--- src/rtl/sha2_sched_pkg.sv ---
// Shared SHA-2 message-schedule definitions: sigma rotate/shift amounts, FSM states,
// and width-generic rotate/sigma helpers (words up to 64 bits, zero-extended).
package sha2_sched_pkg;

  localparam int SIG0_R1_256 = 7;
  localparam int SIG0_R2_256 = 18;
  localparam int SIG0_S_256  = 3;
  localparam int SIG1_R1_256 = 17;
  localparam int SIG1_R2_256 = 19;
  localparam int SIG1_S_256  = 10;

  localparam int SIG0_R1_512 = 1;
  localparam int SIG0_R2_512 = 8;
  localparam int SIG0_S_512  = 7;
  localparam int SIG1_R1_512 = 19;
  localparam int SIG1_R2_512 = 61;
  localparam int SIG1_S_512  = 6;

  typedef enum logic {IDLE, STREAM} state_t;

  // 32-bit words live in the low half with the upper half held at zero.
  function automatic logic [63:0] rotr(input logic [63:0] x, input int n, input int w);
    logic [63:0] r;
    if (w == 32) r = {32'h0, (x[31:0] >> n) | (x[31:0] << (32 - n))};
    else         r = (x >> n) | (x << (64 - n));
    return r;
  endfunction

  function automatic logic [63:0] sig0(input logic [63:0] x, input int w);
    logic [63:0] r;
    if (w == 32) r = rotr(x, SIG0_R1_256, 32) ^ rotr(x, SIG0_R2_256, 32) ^ (x >> SIG0_S_256);
    else         r = rotr(x, SIG0_R1_512, 64) ^ rotr(x, SIG0_R2_512, 64) ^ (x >> SIG0_S_512);
    return r;
  endfunction

  function automatic logic [63:0] sig1(input logic [63:0] x, input int w);
    logic [63:0] r;
    if (w == 32) r = rotr(x, SIG1_R1_256, 32) ^ rotr(x, SIG1_R2_256, 32) ^ (x >> SIG1_S_256);
    else         r = rotr(x, SIG1_R1_512, 64) ^ rotr(x, SIG1_R2_512, 64) ^ (x >> SIG1_S_512);
    return r;
  endfunction

endpackage

--- src/rtl/sha2_sigma.sv ---
// Combinational SHA-2 small sigma (sig0 when UPPER=0, sig1 when UPPER=1) for one word.
// Zero latency; no flow control.
module sha2_sigma
  import sha2_sched_pkg::*;
#(
  parameter int WORD_W = 32,
  parameter bit UPPER  = 1'b0
) (
  input  logic [WORD_W-1:0] x,
  output logic [WORD_W-1:0] y
);

  logic [63:0] xe;

  assign xe = 64'(x);
  assign y  = WORD_W'(UPPER ? sig1(xe, WORD_W) : sig0(xe, WORD_W));

endmodule

--- src/rtl/w_schedule_stream.sv ---
// SHA-2 message schedule streamer: loads a 16-word block, emits W[0..ROUNDS-1] one per cycle.
// Optional WSCHED_REG_OUT_EN registers the output stage (W[0] one cycle later, same throughput).
module w_schedule_stream
  import sha2_sched_pkg::*;
#(
  parameter int WORD_W = 32,
  parameter int ROUNDS = 64,
  localparam int IW    = $clog2(ROUNDS)
) (
  input  logic                 clock,
  input  logic                 reset,
  input  logic                 abort,
  input  logic                 block_valid,
  output logic                 block_ready,
  input  logic [16*WORD_W-1:0] block_data,
  output logic                 w_valid,
  input  logic                 w_ready,
  output logic [WORD_W-1:0]    w_word,
  output logic [IW-1:0]        w_index,
  output logic                 w_last,
  output logic                 busy
);

  state_t            state, state_nxt;
  logic [WORD_W-1:0] win [16];
  logic [WORD_W-1:0] s0, s1, new_word;
  logic [IW-1:0]     t;
  logic              accept, advance, adv_rdy, at_last, out_empty;

  sha2_sigma #(.WORD_W(WORD_W), .UPPER(1'b0)) u_sig0 (.x(win[1]),  .y(s0));
  sha2_sigma #(.WORD_W(WORD_W), .UPPER(1'b1)) u_sig1 (.x(win[14]), .y(s1));

  assign new_word = s1 + win[9] + s0 + win[0];
  assign at_last  = (t == IW'(ROUNDS - 1));
  assign busy     = (state != IDLE);

`ifdef WSCHED_REG_OUT_EN
  logic              reg_vld, reg_last;
  logic [WORD_W-1:0] reg_word;
  logic [IW-1:0]     reg_idx;

  // The window advances whenever the output register is empty or being consumed.
  assign adv_rdy   = !reg_vld || w_ready;
  assign out_empty = !reg_vld;

  always_ff @(posedge clock or posedge reset) begin
    if (reset) begin
      reg_vld  <= 1'b0;
      reg_last <= 1'b0;
      reg_word <= '0;
      reg_idx  <= '0;
    end else if (abort) begin
      reg_vld  <= 1'b0;
    end else if (advance) begin
      reg_vld  <= 1'b1;
      reg_word <= win[0];
      reg_idx  <= t;
      reg_last <= at_last;
    end else if (w_ready) begin
      reg_vld  <= 1'b0;
    end
  end

  assign w_valid = reg_vld;
  assign w_word  = reg_vld ? reg_word : '0;
  assign w_index = reg_vld ? reg_idx  : '0;
  assign w_last  = reg_vld && reg_last;
`else
  assign adv_rdy   = w_ready;
  assign out_empty = 1'b1;
  assign w_valid   = (state == STREAM);
  assign w_word    = (state == STREAM) ? win[0] : '0;
  assign w_index   = (state == STREAM) ? t : '0;
  assign w_last    = (state == STREAM) && at_last;
`endif

  always_ff @(posedge clock or posedge reset) begin
    if (reset) state <= IDLE;
    else       state <= state_nxt;
  end

  always_comb begin
    state_nxt   = state;
    block_ready = 1'b0;
    accept      = 1'b0;
    advance     = 1'b0;
    case (state)
      IDLE: begin
        block_ready = out_empty && !reset;
        accept      = block_valid && block_ready && !abort;
        if (accept) state_nxt = STREAM;
      end
      STREAM: begin
        advance = adv_rdy && !abort;
        if (abort || (advance && at_last)) state_nxt = IDLE;
      end
      default: state_nxt = IDLE;
    endcase
  end

  // Window entry 0 is always the word currently offered; entry 15 the newest computed word.
  always_ff @(posedge clock or posedge reset) begin
    if (reset) begin
      for (int i = 0; i < 16; i++) win[i] <= '0;
      t <= '0;
    end else if (abort) begin
      t <= '0;
    end else if (accept) begin
      for (int i = 0; i < 16; i++) win[i] <= block_data[(15-i)*WORD_W +: WORD_W];
      t <= '0;
    end else if (advance) begin
      for (int i = 0; i < 15; i++) win[i] <= win[i+1];
      win[15] <= new_word;
      t       <= at_last ? '0 : t + 1'b1;
    end
  end

endmodule

--- config.mk ---
export PLATFORM = sky130hd
export DESIGN_NAME = w_schedule_stream
export DESIGN_NICKNAME = d
export VERILOG_FILES = /design/src/rtl/sha2_sched_pkg.sv /design/src/rtl/sha2_sigma.sv /design/src/rtl/w_schedule_stream.sv
export SDC_FILE = /design/constraint.sdc
export NUM_CORES = 2
export LEC_CHECK = 0
export CAP_MARGIN = 20
export CORE_MARGIN = 2
export CORE_UTILIZATION = 35
export CTS_BUF_LIST = sky130_fd_sc_hd__clkbuf_4
export DETAILED_ROUTE_END_ITERATION = 6
export SLEW_MARGIN = 0
export SYNTH_ARGS = -nofsm -noshare
export SYNTH_HDL_FRONTEND = slang
export SYNTH_HIERARCHICAL = 1
export SYNTH_SLANG_ARGS = --single-unit
export TNS_END_PERCENT = 50
--- constraint.sdc ---
create_clock -name clock -period 14.9 [get_ports clock]
set_input_delay 1.49 -clock clock [delete_from_list [all_inputs] [get_ports clock]]
set_output_delay 1.49 -clock clock [all_outputs]
set_load 0.05 [all_outputs]
## After elaboration in Yosys (flattened, before gate mapping)

Index checks and enable logic that the tools add are counted.
W data, S select, Z words.

- Register bits after elaboration: 519
- Word-level logic and storage cells: 58

- Add/subtract/negate cells: 4
- Eq/ne operators: 1
- Muxes and demuxes: 14
- Bitwise logic cells: 10
- Reduce and logical (&&, ||, !) cells: 11

Operator list:

| operator | number |
|---|---|
| $mux W512 | 2 |
| $add A32 B32 Y32 | 3 |
| $xor A32 B32 Y32 | 2 |
| $mux W32 | 1 |
| $or A13 B32 Y32 | 1 |
| $or A14 B32 Y32 | 1 |
| $or A15 B32 Y32 | 1 |
| $or A25 B32 Y32 | 1 |
| $xor A32 B22 Y32 | 1 |
| $xor A32 B29 Y32 | 1 |
| $mux W6 | 5 |
| $add A6 B1 Y6 const B | 1 |
| $eq A6 B6 Y1 const B | 1 |
| $logic_and A1 B1 Y1 | 5 |
| $mux W1 | 5 |
| $reduce_bool A3 Y1 | 1 |
| $logic_not A1 Y1 | 2 |
| $not A1 Y1 | 2 |
| $pmux W1 S2 | 1 |
| $reduce_and A2 Y1 | 1 |
| $reduce_bool A2 Y1 | 1 |
| $logic_or A1 B1 Y1 | 1 |

## Longest topological paths before layout

- Depth after elaboration: 8
- Mapped depth: 14
- Gate-level depth less buffers: 14

## Cells and area by module

Netlist, hierarchy kept.

Modules (own cells, without submodules):

| module | instances | cells an instance | area an instance (sq um) | sequential area each (sq um) |
|---|---|---|---|---|
| w_schedule_stream | 1 | 3,310 | 26,819.5 | 12,987.5 |
| sha2_sigma (u_sig0) | 1 | 32 | 719.4 | 0.0 |
| sha2_sigma (u_sig1) | 1 | 32 | 610.6 | 0.0 |

## Worst setup path before layout

Ideal clock, no wire load.

- Path kind: register to register
- Start: register win[456] (netlist bit)
- End: register win[29] (netlist bit)
- Arrival time: 3.794 ns
- Data required time: 14.769 ns
- Slack: 10.974 ns
- Stages on the path, launching flop included: 15
- Path buffers: 0
- Clock period less this slack: 3.926 ns
- Path through: dfrtp_1 > xor3_1 > inv_1 > fa_1 > inv_1 > fa_1 > ha_1 > fa_1 > a211oi_1 > o21ai_0 > a211oi_2 > o31ai_2 > a41oi_1 > xor2_1 > o21ai_1

- Longest elaborated chain between the ends: 7
- Elaborated cells between the ends (all ways): 8
- Those cells by class: add/sub: 2; mux: 2; bitwise: 4

Ends and longest elaborated chain:

| element | line | RTL |
|---|---|---|
| start: declaration | w_schedule_stream.sv:25 | `logic [WORD_W-1:0] win [16];` |
| $or A25 B32 Y32 | sha2_sched_pkg.sv:24 | `if (w == 32) r = {32'h0, (x[31:0] >> n) \| (x[31:0] << (32 - n))};` |
| $xor A32 B32 Y32 | sha2_sched_pkg.sv:31 | `if (w == 32) r = rotr(x, SIG0_R1_256, 32) ^ rotr(x, SIG0_R2_256, 32) ^ (x >> SIG0_S_256);` |
| $xor A32 B29 Y32 | sha2_sched_pkg.sv:31 |  |
| named net s0[1] | w_schedule_stream.sv:26 | `logic [WORD_W-1:0] s0, s1, new_word;` |
| $add A32 B32 Y32 (2 in a row) | w_schedule_stream.sv:33 | `assign new_word = s1 + win[9] + s0 + win[0];` |
| $mux W512 | w_schedule_stream.sv:111 | `end else if (advance) begin` |
| $mux W512 | w_schedule_stream.sv:108 | `end else if (accept) begin` |

The timed path passes the listed nets, and every way through them passes these cells. The select of a mux whose other input is x is not followed.
A chain may end at the register's enable or synchronous reset.

## Final worst setup path

Ends and elaborated chain as after synthesis.

==> metrics.md <==
| Metric | Value |
|---|---|
| Outcome | finished clean |
| Sink Count | 519 |
| Part of the Yosys area used for sequential elements | 0.4614 |
| Area contributors post-synth | dfrtp_1 46%, nand2_1 14%, a31oi_1 11% |
| Main synth FF type | dfrtp_1 |
| Worst hold path type | flop to flop |
| Starting Density | 0.3552 |
| Drt wl/cell | 22.58 um |
| Post-DP HPWL | 83.37 mm |
| Fillers | 8,052 |
| Die width | 287.6 um |
| Int Pwr | 4663 uW |
| Core area | 0.07926 sq mm |
| Root Driver | clkbuf_4 |
| Synth Instances | 3,374 |
| Area share of the largest cell type after synthesis | 0.4614 |
| Comb pwr share | 0.597 |
| Vias in the first global route | 25,960 |
| Setup bufs post-CTS | 0 |
| Syn Area/Cell | 8.343 sq um |
| CTS Buf Count | 152 |
| Vias/cell | 5.247 |
| Synth Cell Area | 0.02815 sq mm |
| Rel. slew slack | 0.1349 |
| Clock-pin slew on the worst setup and hold paths | 0.08 ns |
| Initial antenna violation count | 31 |
| Final period utilization | 0.3299 |
| Cts repair resizes | 0 |
| Utilization after layout | 0.4589 |
| Startpoint types | flop |
| Skew-Pair Late Insertion Delay | 0.98 ns |
| Share of layout cells above drive strength 1 | 0.06946 |
| Commonest cells post-synth | 1,014 x nand2_1, 519 x dfrtp_1, 514 x nor2_1 |
| DRC errors left | 0 |
| Flop pwr share | 0.250 |
| Synth async-reset ratio | 1.000 |
| CTS tree | yes |
| Crit path launch | win[456]$_DFFE_PP0P_ |
| Setup Total Neg Slack | 0 ns |
| Total Routed Length | 114.2 mm |
| Count leader, synth | nand2_1 |
| Chip Height | 287.6 um |
| Initial drt markers | 2,684 |
| Slew Limit Fails | 0 |
| Rows | 103 |
| Number of synthesized flops with an enable pin | 0 |
| RSZ-0062 raised after global routing | false |
| Number of I/O port buffers | 558 |
| Skew final | 0.06870 ns |
| CP max FO | 5 |
| Yosys Warn Count | 6 |
| Final Setup Violations | 0 |
| Longest Clk Path Bufs | 3 |
| Final Hold Vio Count | 0 |
| Fmax achieved | 0.2035 GHz |
| Clk pwr share | 0.153 |
| Crit Path Class | flop to flop |
| Sw power | 4368 uW |
| Peak VDD IR | 0.2674 mV |
| Sw frac | 0.4837 |
| Layout Nets | 4,485 |
| Final instance area | 0.03637 sq mm |
| Post-Syn Nets | 3,985 |
| Vias post-DR | 26,520 |
| Hold Path Origin | win[185]$_DFFE_PP0P_ |
| Hold_buf cts | 0 |
| Synthesized flop and latch total | 519 |
| Synth unique cells | 63 |
| Remaining antenna violation count | 0 |
| I/O pin count | 559 |
| Worst EP arrival | 5.69 ns |
| Post-place setup slack | 9.571 ns |
| Area after DPL | 0.03440 sq mm |
| Pin count of the biggest net entering global routing | 247 |
| Critical R2R Launch | win[456]$_DFFE_PP0P_ |
| First drt pass iteration count | 6 |
| P&R area growth vs syn | 29.21% |
| Full die area | 0.08271 sq mm |
| Global-route wire length before repair | 165.2 mm |
| Total track usage | 0.2705 |
| P_leak | 0.01675 uW |
| RePlAce Congestion | 0.9125 |
| CP Data Required Time | 15.68 ns |
| Max-Cap Viols | 0 |
| Final Worst Setup Slack | 9.985 ns |
| Total gr overflow | 0 |
| PwrDens | 248.3 mW/mm^2 |
| Critical path endpoint category | flop |
| Actual slew at the worst max-slew pin | 1.298 ns |
| CTS H-tree lvls | 4 |
| Final min period | 4.915 ns |
| Area leader, netlist | dfrtp_1 |
worst max-delay path, cell delays in order (launching register included):
cell      delay, ns
dfrtp_1        0.53
xor3_1         0.50
inv_1          0.10
fa_1           0.41
inv_1          0.08
fa_1           0.42
ha_1           0.24
fa_1           0.48
a211oi_1       0.47
o21ai_0        0.26
a211oi_2       0.40
o31ai_2        0.20
a41oi_1        0.28
xor2_1         0.29
o21ai_1        0.12
per-stage QoR:
stage                     cells  hold slack [ns]  power [uW]
final                      5055           0.4779        9031
after global routing       5049           0.5231        9639
after CTS                  5038           0.4853        9006
after detailed placement   4770           0.4995        7550
after global placement     4770           0.4961        7548
after floorplan            3374           0.4571        5729
power by group through the flow:
stage / Sequential (uW) / Combinational (uW) / Clock (uW)
after floorplan: 2030 / 3700 / 0
after global routing: 2290 / 5850 / 1500
final: 2260 / 5390 / 1390
after CTS: 2250 / 5330 / 1430
after global placement: 2270 / 5280 / 0
after detailed placement: 2270 / 5280 / 0
cell usage in the layout (no fill, tap or decap), drive strengths merged, types with 7 or more instances in the layout:
master / netlist / routed
a31oi: 489 / 489
xor3: 51 / 51
dfrtp: 519 / 519
clkdlybuf4s50: 0 / 558
o21ai: 43 / 43
nor2: 514 / 514
and2: 39 / 39
xnor2: 16 / 16
a21oi: 34 / 34
clkbuf: 191 / 220
diode: 0 / 17
ha: 32 / 32
nand2: 1014 / 1014
clkinv: 0 / 35
a21o: 8 / 8
inv: 179 / 184
a22oi: 18 / 18
fa: 62 / 62
buf: 45 / 24
o21a: 8 / 8
and3: 7 / 7
nor3: 7 / 7
nand3: 8 / 8
xor2: 24 / 24
routing by layer:
metal / vias up / share of wire / wire (um) / track usage
met5: - / 0.0014 / 165 / 0
met4: 28 / 0.026 / 2942 / 0.08581
met3: 205 / 0.096 / 11010 / 0.07615
met2: 1108 / 0.46 / 52390 / 0.4261
met1: 12890 / 0.42 / 47650 / 0.3596
li1: 12290 / - / - / -
kinds of logic (layout without fill, tap and decap cells):
| group | Yosys count | in the layout | share of synthesized area |
|---|---|---|---|
| compound gates | 642 | 642 | 0.1451 |
| mux | 3 | 3 | 0.001067 |
| fa+ha+maj | 94 | 94 | 0.05832 |
| buf+inv | 415 | 1029 | 0.05685 |
| other cells | 0 | 17 | 0 |
| xor+xnor | 91 | 91 | 0.05565 |
| simple gates | 1610 | 1610 | 0.2217 |
| flops | 519 | 519 | 0.4614 |
flip-flops by register name, indices dropped and copies added, names as in the netlist:
signal  flops
t           6
busy        1
win       512
final timing paths:
kind                       slack [ns]  cells after the start              endpoint
max                              9.99                     14   win[29]$_DFFE_PP0P_
min                              0.48                      2  win[217]$_DFFE_PP0P_
max reg2reg                      9.99                     14   win[29]$_DFFE_PP0P_
min reg2reg                      0.48                      2  win[217]$_DFFE_PP0P_
max in group asynchronous       10.71                      5  win[342]$_DFFE_PP0P_
min in group asynchronous        1.14                      2        busy$_DFF_PP0_
cell type report:
class	count	area, sq um	area share
multi-input cells	2440	13570	0.3731
flip-flops and latches	519	12990	0.3571
repair buffers	582	5853	0.1609
clock buffers	220	1652	0.04541
well taps	1050	1314	0.03612
inverters	179	675.6	0.01858
clock inverters	48	276.5	0.007602
diodes	17	42.54	0.001170
Note: power is estimated with default switching activity, not from simulation.
